<file path="src/rtl/ifetch.sv">
// ifetch: instruction fetch unit with a 2-entry instruction buffer and credit-based bus requests
//
// Ports:
//    clk, rst_n      clock and asynchronous active-low reset
//    ibus_req_o      read request valid, issued while credits remain
//    ibus_addr_o     request word address (the fetch PC)
//    ibus_gnt_i      request accepted when ibus_req_o & ibus_gnt_i
//    ibus_rvalid_i   in-order read response valid
//    ibus_rdata_i    instruction word of the response
//    jump_en_i       redirect from execute
//    jump_addr_i     redirect target (low two bits ignored)
//    hold_i          decode stall; the presented instruction is kept
//    inst_valid_o    inst_o / inst_addr_o carry a fetched instruction
//    inst_o          instruction to decode (NOP when not valid)
//    inst_addr_o     address of inst_o (0 when not valid)
module ifetch #(
   parameter logic [31:0] RESET_ADDR = 32'h0000_0000
) (
   input  logic        clk,
   input  logic        rst_n,
   output logic        ibus_req_o,
   output logic [31:0] ibus_addr_o,
   input  logic        ibus_gnt_i,
   input  logic        ibus_rvalid_i,
   input  logic [31:0] ibus_rdata_i,
   input  logic        jump_en_i,
   input  logic [31:0] jump_addr_i,
   input  logic        hold_i,
   output logic        inst_valid_o,
   output logic [31:0] inst_o,
   output logic [31:0] inst_addr_o
);
   typedef enum logic {RUN, FLUSH} state_t;
   state_t      state, state_nx;
   logic        live;
   logic [31:0] pc, pc_nx, rsp_pc, rsp_pc_nx, target;
   logic [1:0]  outst, outst_nx, disc, disc_nx, cnt, cnt_nx, cnt_pop;
   logic [31:0] a0, a1, d0, d1, a0_nx, a1_nx, d0_nx, d1_nx;
   logic        accept, push, pop, drop;
   // rsp_pc is the address of the next non-stale response: after a redirect all
   // stale responses are dropped, so the surviving ones are consecutive words
   // starting at the redirect target.
   always_comb begin
      target       = {jump_addr_i[31:2], 2'b00};
      ibus_req_o   = live && state == RUN && ({1'b0, outst} + {1'b0, cnt} < 3'd2);
      ibus_addr_o  = pc;
      inst_valid_o = cnt != 2'd0;
      inst_o       = inst_valid_o ? d0 : 32'h0000_0001;
      inst_addr_o  = inst_valid_o ? a0 : 32'h0;
      accept       = ibus_req_o & ibus_gnt_i;
      pop          = inst_valid_o & ~hold_i;
      drop         = ibus_rvalid_i & (disc != 2'd0);
      push         = ibus_rvalid_i & (disc == 2'd0) & ~jump_en_i;
      outst_nx     = outst + {1'b0, accept} - {1'b0, ibus_rvalid_i};
      disc_nx      = jump_en_i ? outst_nx : disc - {1'b0, drop};
      pc_nx        = jump_en_i ? target : accept ? pc + 32'd4 : pc;
      rsp_pc_nx    = jump_en_i ? target : push ? rsp_pc + 32'd4 : rsp_pc;
      // pop shifts the tail forward first, then a push lands in the first free slot
      cnt_pop      = cnt - {1'b0, pop};
      a0_nx        = (push && cnt_pop == 2'd0) ? rsp_pc : pop ? a1 : a0;
      d0_nx        = (push && cnt_pop == 2'd0) ? ibus_rdata_i : pop ? d1 : d0;
      a1_nx        = (push && cnt_pop == 2'd1) ? rsp_pc : a1;
      d1_nx        = (push && cnt_pop == 2'd1) ? ibus_rdata_i : d1;
      cnt_nx       = jump_en_i ? 2'd0 : cnt_pop + {1'b0, push};
      // FLUSH exactly while stale responses remain to be dropped
      state_nx     = disc_nx != 2'd0 ? FLUSH : RUN;
   end
   always_ff @(posedge clk or negedge rst_n) begin
      if (!rst_n) begin
         state  <= RUN;
         live   <= 1'b0;
         pc     <= RESET_ADDR;
         rsp_pc <= RESET_ADDR;
         outst  <= 2'd0;
         disc   <= 2'd0;
         cnt    <= 2'd0;
         a0     <= 32'h0;
         a1     <= 32'h0;
         d0     <= 32'h0;
         d1     <= 32'h0;
      end else begin
         state  <= state_nx;
         live   <= 1'b1;
         pc     <= pc_nx;
         rsp_pc <= rsp_pc_nx;
         outst  <= outst_nx;
         disc   <= disc_nx;
         cnt    <= cnt_nx;
         a0     <= a0_nx;
         a1     <= a1_nx;
         d0     <= d0_nx;
         d1     <= d1_nx;
      end
   end
endmodule
</file>
<file path="config.mk">
export PLATFORM = sky130hd
export DESIGN_NAME = ifetch
export DESIGN_NICKNAME = d
export VERILOG_FILES = /design/src/rtl/ifetch.sv
export SDC_FILE = /design/constraint.sdc
export NUM_CORES = 1
export LEC_CHECK = 0
export CELL_PAD_IN_SITES_DETAIL_PLACEMENT = 1
export CELL_PAD_IN_SITES_GLOBAL_PLACEMENT = 1
export CORE_MARGIN = 2
export CORE_UTILIZATION = 35
export CTS_CLUSTER_DIAMETER = 50
export CTS_CLUSTER_SIZE = 20
export DETAILED_ROUTE_END_ITERATION = 8
export PLACE_DENSITY = 0.83
export SYNTH_ARGS = -nofsm -noshare
export SYNTH_HDL_FRONTEND = slang
export SYNTH_SLANG_ARGS = --single-unit
</file>
<file path="constraint.sdc">
create_clock -name clk -period 8.8 [get_ports clk]
set_input_delay 2.2 -clock clk [delete_from_list [all_inputs] [get_ports clk]]
set_output_delay 2.2 -clock clk [all_outputs]
set_load 0.05 [all_outputs]
</file>
==> results of run 1 <==
-- final timing paths --
path	startpoint	to	depth (start not counted)
max	cnt[0]	ibus_req_o	5
min	d1[17]	d1[17]	1
max reg2reg	cnt[1]	a0[27]	11
min reg2reg	d1[17]	d1[17]	1
max in group asynchronous	rst_n	d1[17]	2
min in group asynchronous	rst_n	ibus_addr_o[9]	1
-- kinds of logic after synthesis --
family | after synthesis
AOI/OAI and AO/OA | 145
xor gates and xnor gates | 24
adders and majority gates | 8
buffers and inverters | 82
DFF | 192
muxes | 82
other | 2
and+or+nand+nor | 419
-- worst reg2reg max path, cell delays in order (launching register included) --
cell	delay, ps
dfrtp_1	460
nor2_4	440
buf_4	540
or2_2	210
buf_4	610
inv_2	120
ha_1	230
xor2_1	360
or4_4	780
buf_4	510
nor2_1	80
a31oi_1	210
-- final cells by class --
cell class                 instances  area, sq um  area share (%)
timing repair buffer             169         1680            14.1
sequential                       192         4800            40.6
inverter                          13         48.8           0.412
tap                              341          427            3.60
clock buffer                      20          457            3.86
multi-input combinational        683         4290            36.2
clock inverter                    12          146            1.24
-- where the power goes --
group          switching (mW)  internal (mW)  leakage (nW)
Combinational           0.907          0.569          2.13
Sequential              0.196           1.19          2.35
Clock                   0.362          0.443         0.292
-- sequential cells by signal, summed over array words and instances (netlist names) --
name and count:
rsp_pc 30, cnt 2, a0 30, disc 2
outst 2, live 1, state 1, ibus_addr_o 30
a1 30, d1 32, d0 32
-- synth_stat cells (9+ instances only) --
cell,count
nand2_1,148
a31oi_1,96
clkbuf_1,53
nor2_1,91
or4_1,32
and4_1,9
nor2b_1,63
dfrtp_1,192
nand3_1,19
nand4_1,19
buf_2,9
inv_1,10
xnor2_1,15
mux2_2,81
o31ai_1,27
xor2_1,9
o21ai_0,10
-- through the flow --
step	power, mW	hold slack, ps
floorplan	2.39	481
global placement	2.82	488
detailed placement	2.90	495
CTS	3.72	512
global route	3.91	524
finish	3.67	507
-- metal layers --
metal  GRT usage, %  vias up
met5              0        -
met4           4.73        0
met3           3.53       23
met2           32.1      154
met1           25.9     3899
li1               -     3595
==> summary.txt, run 1 <==
Run status
  • Outcome: finished clean

Route
  • Max layer used: met4
  • Post-DRT Antenna Nets: 0
  • DRT Wirelength: approximately 26 mm
  • Via count: ~7700
  • Initial drt markers: 450
  • Pre-antenna DRT Iters: 4
  • WL per Instance: 18.3 um
  • Drt drc: 0
  • Met1 WL: between 10 and 15 mm
  • DR WL met2: 12.7 mm
  • Met3 wire length: between 1 and 1.5 mm
  • Vias/cell: about 5.4

Logic synthesis
  • Simple-Gate Fraction of Synth Area: between 20% and 30%
  • Area share of the largest cell type after synthesis: between 50% and 60%
  • Primary FF master, synth: dfrtp_1
  • Ys Warns: 0
  • Mapped Area: ~9400 sq um
  • Syn Inst Count: 954
  • Sequential share of the synthesized area: approximately half
  • Post-synthesis mux area share: under 10%
  • Syn_area_per_cell: 9.86 sq um
  • Synth area leader: dfrtp_1
  • Largest family of logic cells by synthesized area: simple AND/OR/NAND/NOR gates
  • Share of async-settable or async-resettable flops after synthesis: between 90% and 100%
  • XOR/XNOR Fraction of Synth Area: approximately 2.2%
  • Adder-Cell Fraction of Synth Area: roughly 1.1%
  • Netlist cell types: 42
  • Post-synth EDFFs: 0
  • Synth top area cells: dfrtp_1 (51%), mux2_2 (9.7%), a31oi_1 (6.4%)
  • Flops & latches, synth: 192
  • Post-synthesis compound-gate area fraction: approximately 10%

Final layout
  • Final core utilization: 44.4%
  • Layout area overhead: 25.9%
  • Final Non-Filler Cells: around 1400
  • Filler cells: about 3000
  • Commonest non-fill, non-tap cell in the layout: dfrtp_1
  • Most frequent cells in the layout: dfrtp_1 (192), clkdlybuf4s50_1 (160), nand2_1 (148)
  • Antenna Cells: 0
  • Cell area after layout: about 12000 sq um
  • Layout cells sized above 1: a little under an eighth
  • Final Net Count: 1154

Global route
  • GRT Util Overall: 19.2%
  • Grt total ovfl: 0
  • Largest net degree at the start of global routing: 89
  • Global-route wire length before repair: about 44 mm
  • Vias in the first global route: ~8300
  • Initial antenna violation count: 0

Clock tree
  • Resize count post-CTS: 0
  • CTS tree: done
  • Clock sinks: 192
  • CTS root buffer: clkbuf_16
  • Max Buffers Root-to-Sink: 2
  • Clk_lat worst skew: 430 ps
  • Worst-path clk slew: 80 ps
  • CTS Buf Count: 17
  • Hold buffers post-CTS: 0
  • Postcts setup bufs: 0
  • H-tree depth: 4

Critical path
  • Crit Path Class: reg2out
  • Top delay family on crit path: buffers and inverters
  • Critical Path Source Type: flop
  • Slowest stage delay, CP: around 850 ps
  • Max FO, Critical Path: 9
  • Worst EP arrival: roughly 3200 ps
  • Reg2reg setup slack: between 4000 and 5000 ps
  • CP max stage cell: clkdlybuf4s50_1
  • Critical Path RT: approximately 6600 ps
  • Chain of cells forming the critical path: and2_1 > fa_1 > or4b_1 > clkinv_1 > clkdlybuf4s50_1
  • Buf/Inv on CP: 2
  • Setup crit end kind: primary output

STA
  • Fin crit period: roughly 5400 ps
  • Final worst-path cycle share: 61.8%
  • Fin. Hold Viols: 0
  • TNS Setup: 0 ps
  • Setup slack after layout: around 3400 ps
  • Setup violators final: 0
  • Fmax: 184 MHz
  • Worst Skew: approximately 14 ps
  • Relative slew margins: 34.4%
  • Worst slew pin tran: 982 ps
  • Final Max Slew Viols: 0
  • RSZ-0062 raised after global routing: false

Floorplan
  • I/O pins: ~170
  • Die W: 168 um
  • Initial Utilization: a little over a third
  • Core area: roughly 27000 sq um
  • Die Y: between 150 and 200 um
  • Row count: 60
  • Die Area: 28200 sq um

Flow run
  • Max Cap Viol: 0

Pwr
  • IR drop worst, VDD: ~120 uV
  • Leak Pwr: approximately 4.8 nW
  • PwrDens: between 300 and 400 nW/um^2

Place
  • PortBufs: about 160
  • HPWL Detailed: about 18 mm
  • Dpl ws: around 3000 ps
  • Global placer's final weighted congestion: approximately 0.77
  • Placed inst area: 11200 sq um
  • Placed instance count: around 1400

Min path
  • Min-Delay Path Class: reg2reg
Note: power is estimated with default switching activity, not from simulation.
==> inputs of run 2 (changes only) <==
==> constraint.sdc (replaced) <==
create_clock -name clk -period 5.07 [get_ports clk]
set_input_delay 1.2675 -clock clk [delete_from_list [all_inputs] [get_ports clk]]
set_output_delay 1.2675 -clock clk [all_outputs]
set_load 0.05 [all_outputs]
==> run 2 against run 1 <==
Against the previous run:
- routed wire length fell by 0.29%
- clock skew down 2.5 ps
- total power rose by 74%
- design area is 0.35% higher
- global-route usage down 0.27 points
- largest power group unchanged
==> summary.txt, run 2 (synthesis gave the netlist of run 1 again) <==
Critical path
  • Worst EP arrival: 3220 ps (-20 ps)
  • Critical Path RT: 3800 ps (-2800 ps)
  • Crit Path Class: reg2out
  • Reg2reg setup slack: 1380 ps (-2780 ps)
  • Max FO, Critical Path: 9 (unchanged)
  • FF-to-FF Start: cnt[1]
  • Crit Reg-Reg Endpoint: d0[14]
  • Setup crit end kind: primary output
  • Worst Reg-to-Reg Cells: 10 (-1)
  • Critical Path Source Type: flop

Pwr
  • IR drop worst, VDD: 244 uV (+100%)
  • Leak Pwr: 4.79 nW (+0.46%)
  • PwrDens: 536 nW/um^2 (+73%)
  • P_int: 3.83 mW (+74%)
  • Post-layout power: 6.37 mW (+74%)
  • Net Sw Power: 2.54 mW (+74%)
  • Flop pwr share: 37.9% (about the same)
  • Switching share of power: 39.9% (about the same)
  • Combinational Power Share: 40.5% (+0.3 points)
  • Clock share of power: 21.6% (-0.3 points)

Min path
  • Worst Hold Path EP: d1[20]
  • Hold Path Origin: d1[20]
  • Min-Delay Path Class: reg2reg
  • Min-Delay Path Depth: 1 (unchanged)

Floorplan
  • Initial Utilization: 35.3% (unchanged)
  • Core area: 26700 sq um (unchanged)
  • I/O pins: 168 (unchanged)
  • Row count: 60 (unchanged)
  • Die Area: 28200 sq um (unchanged)
  • Die Y: 168 um (unchanged)
  • Die W: 168 um (unchanged)

Clock tree
  • Clk_lat worst skew: 430 ps (about the same)
  • Postcts setup bufs: 0 (unchanged)
  • CTS Buf Count: 17 (unchanged)
  • Worst-path clk slew: 70 ps (about the same)
  • Resize count post-CTS: 0 (unchanged)
  • Hold buffers post-CTS: 0 (unchanged)
  • CTS root buffer: clkbuf_16
  • H-tree depth: 4 (unchanged)
  • Max Buffers Root-to-Sink: 2 (unchanged)
  • Clock sinks: 192 (unchanged)
  • CTS tree: done

Route
  • Post-DRT Antenna Nets: 0 (unchanged)
  • Vias/cell: 5.44 (+1.4%)
  • Pre-antenna DRT Iters: 6 (+2)
  • Drt drc: 0 (unchanged)
  • DRT Wirelength: 26.1 mm (-0.29%)
  • WL per Instance: 18.3 um (-0.36%)
  • Via count: 7785 (+1.5%)
  • Initial drt markers: 471 (+4.7%)

Final layout
  • Final Net Count: 1156 (+0.17%)
  • Commonest non-fill, non-tap cell in the layout: dfrtp_1
  • Combined area of the multi-input logic cells: 4290 sq um (unchanged)
  • Layout cells sized above 1: 12.0% (+0.17 points)
  • Most frequent cells in the layout: dfrtp_1 (192), clkdlybuf4s50_1 (160), nand2_1 (148)
  • Filler cells: 2970 (+0.34%)
  • Antenna Cells: 0 (unchanged)
  • Layout area overhead: 26.3%
  • Biggest regs: d0 x32, d1 x32
  • FF/Latch Area: 4800 sq um (unchanged)

STA
  • Worst Skew: 12.0 ps (-2.53 ps)
  • Relative slew margins: 36.8% (+2.4 points)
  • Hold WS: 508 ps (+0.743 ps)
  • Fin crit period: about 4500 ps
  • TNS Setup: 0 ps (unchanged)
  • Fin. Hold Viols: 0 (unchanged)
  • RSZ-0062 raised after global routing: false
  • Setup violators final: 0 (unchanged)
  • Final worst-path cycle share: 88.5%
  • Worst slew pin tran: 945 ps (-36.8 ps)
  • Fmax: 223 MHz
  • Final Max Slew Viols: 0 (unchanged)

Global route
  • Grt total ovfl: 0 (unchanged)
  • Global-route wire length before repair: 43.4 mm (-1.1%)
  • Vias in the first global route: 8341 (+0.94%)
  • Met1 Use GR: 25.9% (about the same)
  • M3 GR Usage: 3.62% (+0.094 points)
  • Initial antenna violation count: 0 (unchanged)
  • Grt peak-use layer: met2
  • GRT Util Overall: 18.9% (-0.27 points)
  • Met2 Usage GRT: 31.4% (-0.63 points)
  • Largest net degree at the start of global routing: 98 (+10%)

Place
  • HPWL Detailed: 17.6 mm (+0.61%)
  • PortBufs: 161 (unchanged)
  • Global placer's final weighted congestion: 0.797 (+3.4%)

Run status
  • Outcome: finished clean

Flow run
  • Max Cap Viol: 0 (unchanged)
[run 2: changes by cell type in the layout (fill, tap and decap cells not counted)]
cell        delta
clkinv_2       +1
buf_4          -1
clkbuf_1       -1
clkinvlp_4     -1
clkinv_4       +1
buf_12         +3
clkbuf_8       -1
[run 2: cell type report]
type | count | share of cell area, %
Inverter | 13 | 0.411
Clock buffer | 18 | 3.69
Tap cell | 341 | 3.59
Timing Repair Buffer | 171 | 14.5
Clock inverter | 13 | 1.28
Multi-Input combinational cell | 683 | 36.1
Sequential cell | 192 | 40.4
[run 2: power groups by stage]
stage,Sequential [mW],Combinational [mW],Clock (mW)
final,2.41,2.58,1.37
after global routing,2.49,2.80,1.48
after CTS,2.41,2.62,1.41
after detailed placement,2.44,2.61,0
after global placement,2.40,2.52,0
after floorplan,2.41,1.74,0
[run 2: worst max path at each step]
stage                             start          to  slack [ps]  depth (start not counted)
after global placement           cnt[0]  ibus_req_o        1070                          5
after global routing             cnt[0]  ibus_req_o         470                          5
after detailed placement  ibus_rvalid_i  rsp_pc[31]         980                          5
final                            cnt[0]  ibus_req_o         580                          5
after CTS                        cnt[0]  ibus_req_o         590                          5
after floorplan                  hold_i      a0[10]        1360                         11
[run 2: critical path, stage by stage, from the launching register on]
cell and delay (ps):
dfrtp_1 440, and2_1 170, fa_1 430, or4b_1 660
clkinv_1 250, clkdlybuf4s50_1 850
[run 2: metal layers]
layer / up-vias / wire length, um / part of all wire (%)
met2: 169 / 12400 / 47
met5: - / 0 / 0
li1: 3608 / - / -
met3: 18 / 984 / 3.8
met1: 3990 / 12500 / 48
met4: 0 / 276 / 1.1
[run 2: per-stage QoR]
stage	instances	area (sq um)	utilization [%]	setup slack, ps
floorplan	957	9420	-	1360
CTS	1431	11900	44.6	586
finish	1431	11900	44.6	584
global route	1431	11900	44.6	475
global placement	1400	11300	42.4	1070
detailed placement	1400	11300	42.4	983
==> inputs of run 3 (changes only) <==
--- a/config.mk
+++ b/config.mk
@@ -5,14 +5,16 @@
 export SDC_FILE = /design/constraint.sdc
 export NUM_CORES = 1
 export LEC_CHECK = 0
+export ABC_CLOCK_PERIOD_IN_PS = 5070
 export CELL_PAD_IN_SITES_DETAIL_PLACEMENT = 1
 export CELL_PAD_IN_SITES_GLOBAL_PLACEMENT = 1
+export CORE_ASPECT_RATIO = 1.5
 export CORE_MARGIN = 2
-export CORE_UTILIZATION = 35
+export CORE_UTILIZATION = 30
 export CTS_CLUSTER_DIAMETER = 50
 export CTS_CLUSTER_SIZE = 20
 export DETAILED_ROUTE_END_ITERATION = 8
-export PLACE_DENSITY = 0.83
+export PLACE_DENSITY = 0.74
 export SYNTH_ARGS = -nofsm -noshare
 export SYNTH_HDL_FRONTEND = slang
 export SYNTH_SLANG_ARGS = --single-unit
==> run 3 against run 2 <==
Against the previous run:
- sequential cell count unchanged
- clock-buffer cell count increased by 3
- global-route usage decreased by 2.1 points
- final cell count increased by 4.6%
- critical path type unchanged
- critical endpoint unchanged
==> summary.txt, run 3 (synthesis gave the netlist of run 1 again) <==
Run status
  • Outcome: finished clean

Min path
  • Min-Delay Path Class: reg2reg
  • Hold Path Origin: a1[21]
  • Worst Hold Path EP: a1[21]
  • Min-Delay Path Depth: 1 (unchanged)

Route
  • Via count: 7679 (-1.4%)
  • Pre-antenna DRT Iters: 4 (-2)
  • Initial drt markers: 312 (-34%)
  • Drt drc: 0 (unchanged)
  • Vias/cell: 5.13 (-5.7%)
  • Post-DRT Antenna Nets: 0 (unchanged)
  • DRT Wirelength: 26.8 mm (+2.6%)
  • WL per Instance: 17.9 um (-1.9%)

STA
  • Fin. Hold Viols: 0 (unchanged)
  • RSZ-0062 raised after global routing: false
  • Relative slew margins: 38.5% (+1.6 points)
  • Worst slew pin tran: 920 ps (-25.0 ps)
  • Final worst-path cycle share: 88.5% (about the same)
  • Worst Skew: 9.17 ps (-2.79 ps)
  • Fmax: 223 MHz (about the same)
  • Setup violators final: 0 (unchanged)
  • TNS Setup: 0 ps (unchanged)
  • Fin crit period: 4490 ps (+2.03 ps)
  • Final Max Slew Viols: 0 (unchanged)
  • Setup slack after layout: 582 ps (-2.03 ps)

Clock tree
  • Hold buffers post-CTS: 0 (unchanged)
  • Clock sinks: 192 (unchanged)
  • CTS tree: done
  • Resize count post-CTS: 0 (unchanged)
  • Clk_lat worst skew: 440 ps (about the same)
  • CTS Buf Count: 17 (unchanged)
  • Postcts setup bufs: 0 (unchanged)
  • Worst-path clk slew: 70 ps (about the same)
  • H-tree depth: 4 (unchanged)
  • CTS root buffer: clkbuf_16
  • Max Buffers Root-to-Sink: 2 (unchanged)

Critical path
  • Setup crit end kind: primary output
  • CP max stage cell: clkdlybuf4s50_1
  • Crit Reg-Reg Endpoint: state
  • Reg2reg setup slack: 1490 ps (+110 ps)
  • Slowest stage delay, CP: 850 ps (about the same)
  • Crit Path Class: reg2out
  • Worst Reg-to-Reg Cells: 12 (+2)
  • Max FO, Critical Path: 9 (unchanged)
  • Worst EP arrival: 3220 ps (about the same)
  • Buf/Inv on CP: 2 (unchanged)
  • Chain of cells forming the critical path: and2_1 > fa_1 > or4b_1 > clkinv_1 > clkdlybuf4s50_1
  • FF-to-FF Start: cnt[0]
  • Critical Path Source Type: flop
  • Critical Path RT: 3800 ps (about the same)
  • Top delay family on crit path: buffers and inverters

Global route
  • M3 GR Usage: 2.12% (-1.5 points)
  • Met1 Use GR: 20.3% (-5.6 points)
  • Global-route wire length before repair: 44.0 mm (+1.4%)
  • GRT Util Overall: 16.8% (-2.1 points)
  • Initial antenna violation count: 0 (unchanged)
  • Grt peak-use layer: met2
  • Largest net degree at the start of global routing: 89 (-9.2%)
  • Met2 Usage GRT: 30.3% (-1.1 points)
  • Vias in the first global route: 8157 (-2.2%)
  • Grt total ovfl: 0 (unchanged)

Pwr
  • PwrDens: 529 nW/um^2 (-1.4%)
  • Leak Pwr: 4.78 nW (-0.11%)
  • IR drop worst, VDD: 247 uV (+1.2%)

Floorplan
  • Initial Utilization: 30.4% (-4.9 points)
  • Die W: 149 um (-12%)
  • Row count: 79 (+32%)
  • Die Area: 32800 sq um (+16%)
  • Core area: 30900 sq um (+16%)
  • Die Y: 221 um (+32%)
  • I/O pins: 168 (unchanged)

Place
  • Dpl ws: 960 ps (-23.0 ps)
  • PortBufs: 161 (unchanged)
  • HPWL Detailed: 18.6 mm (+5.6%)
  • Global placer's final weighted congestion: 0.733 (-8.0%)

Flow run
  • Max Cap Viol: 0 (unchanged)

Final layout
  • Biggest regs: d0 x32, d1 x32
  • Layout cells sized above 1: 12.1% (+0.070 points)
  • Layout area overhead: 27.1%
  • Final Net Count: 1160 (+0.35%)
  • Commonest non-fill, non-tap cell in the layout: dfrtp_1
  • Most frequent cells in the layout: dfrtp_1 (192), clkdlybuf4s50_1 (160), nand2_1 (148)
  • Antenna Cells: 0 (unchanged)
  • Final core utilization: 38.6% (-6.0 points)
[run 3: cell types whose count changed in the layout (fill, tap and decap cells not counted), sizes merged]
cell | before | now
clkinv | 5 | 3
buf | 10 | 14
inv | 18 | 14
clkinvlp | 1 | 2
clkbuf | 19 | 22
[run 3: worst max path at each step]
stage	slack (ps)	endpoint	start	cells past startpoint
3_5_place_dp	960	rsp_pc[31]	ibus_rvalid_i	5
5_1_grt	450	ibus_req_o	cnt[0]	5
3_3_place_gp	1040	rsp_pc[31]	ibus_rvalid_i	5
2_1_floorplan	1360	a0[10]	hold_i	11
4_1_cts	530	ibus_req_o	cnt[0]	5
6_report	580	ibus_req_o	cnt[0]	5
[run 3: power breakdown]
group,leakage [nW],switching [mW],internal [mW]
sequential,2.35,0.327,2.07
clock,0.278,0.598,0.761
combinational,2.16,1.57,0.997
[run 3: metal layers]
layer,wire [um],vias up
li1,-,3620
met1,11500,3898
met2,14000,131
met3,645,30
met4,633,0
met5,0,-
[run 3: cell type report]
| cell class | instances | area (sq um) |
|---|---|---|
| repair buffers | 175 | 1730 |
| clock buffers | 21 | 470 |
| inverters | 13 | 48.8 |
| fillers | 3479 | 19000 |
| multi-input cells | 683 | 4290 |
| flip-flops and latches | 192 | 4800 |
| well taps | 405 | 507 |
| clock inverters | 8 | 106 |
[run 3: per-stage QoR]
step,instance area [sq um],hold WS (ps),instances,power (mW)
2_1_floorplan,9420,481,957,4.15
3_3_place_gp,11400,488,1468,4.93
3_5_place_dp,11400,495,1468,5.04
4_1_cts,12000,512,1497,6.43
5_1_grt,12000,523,1497,6.73
6_report,12000,508,1497,6.32
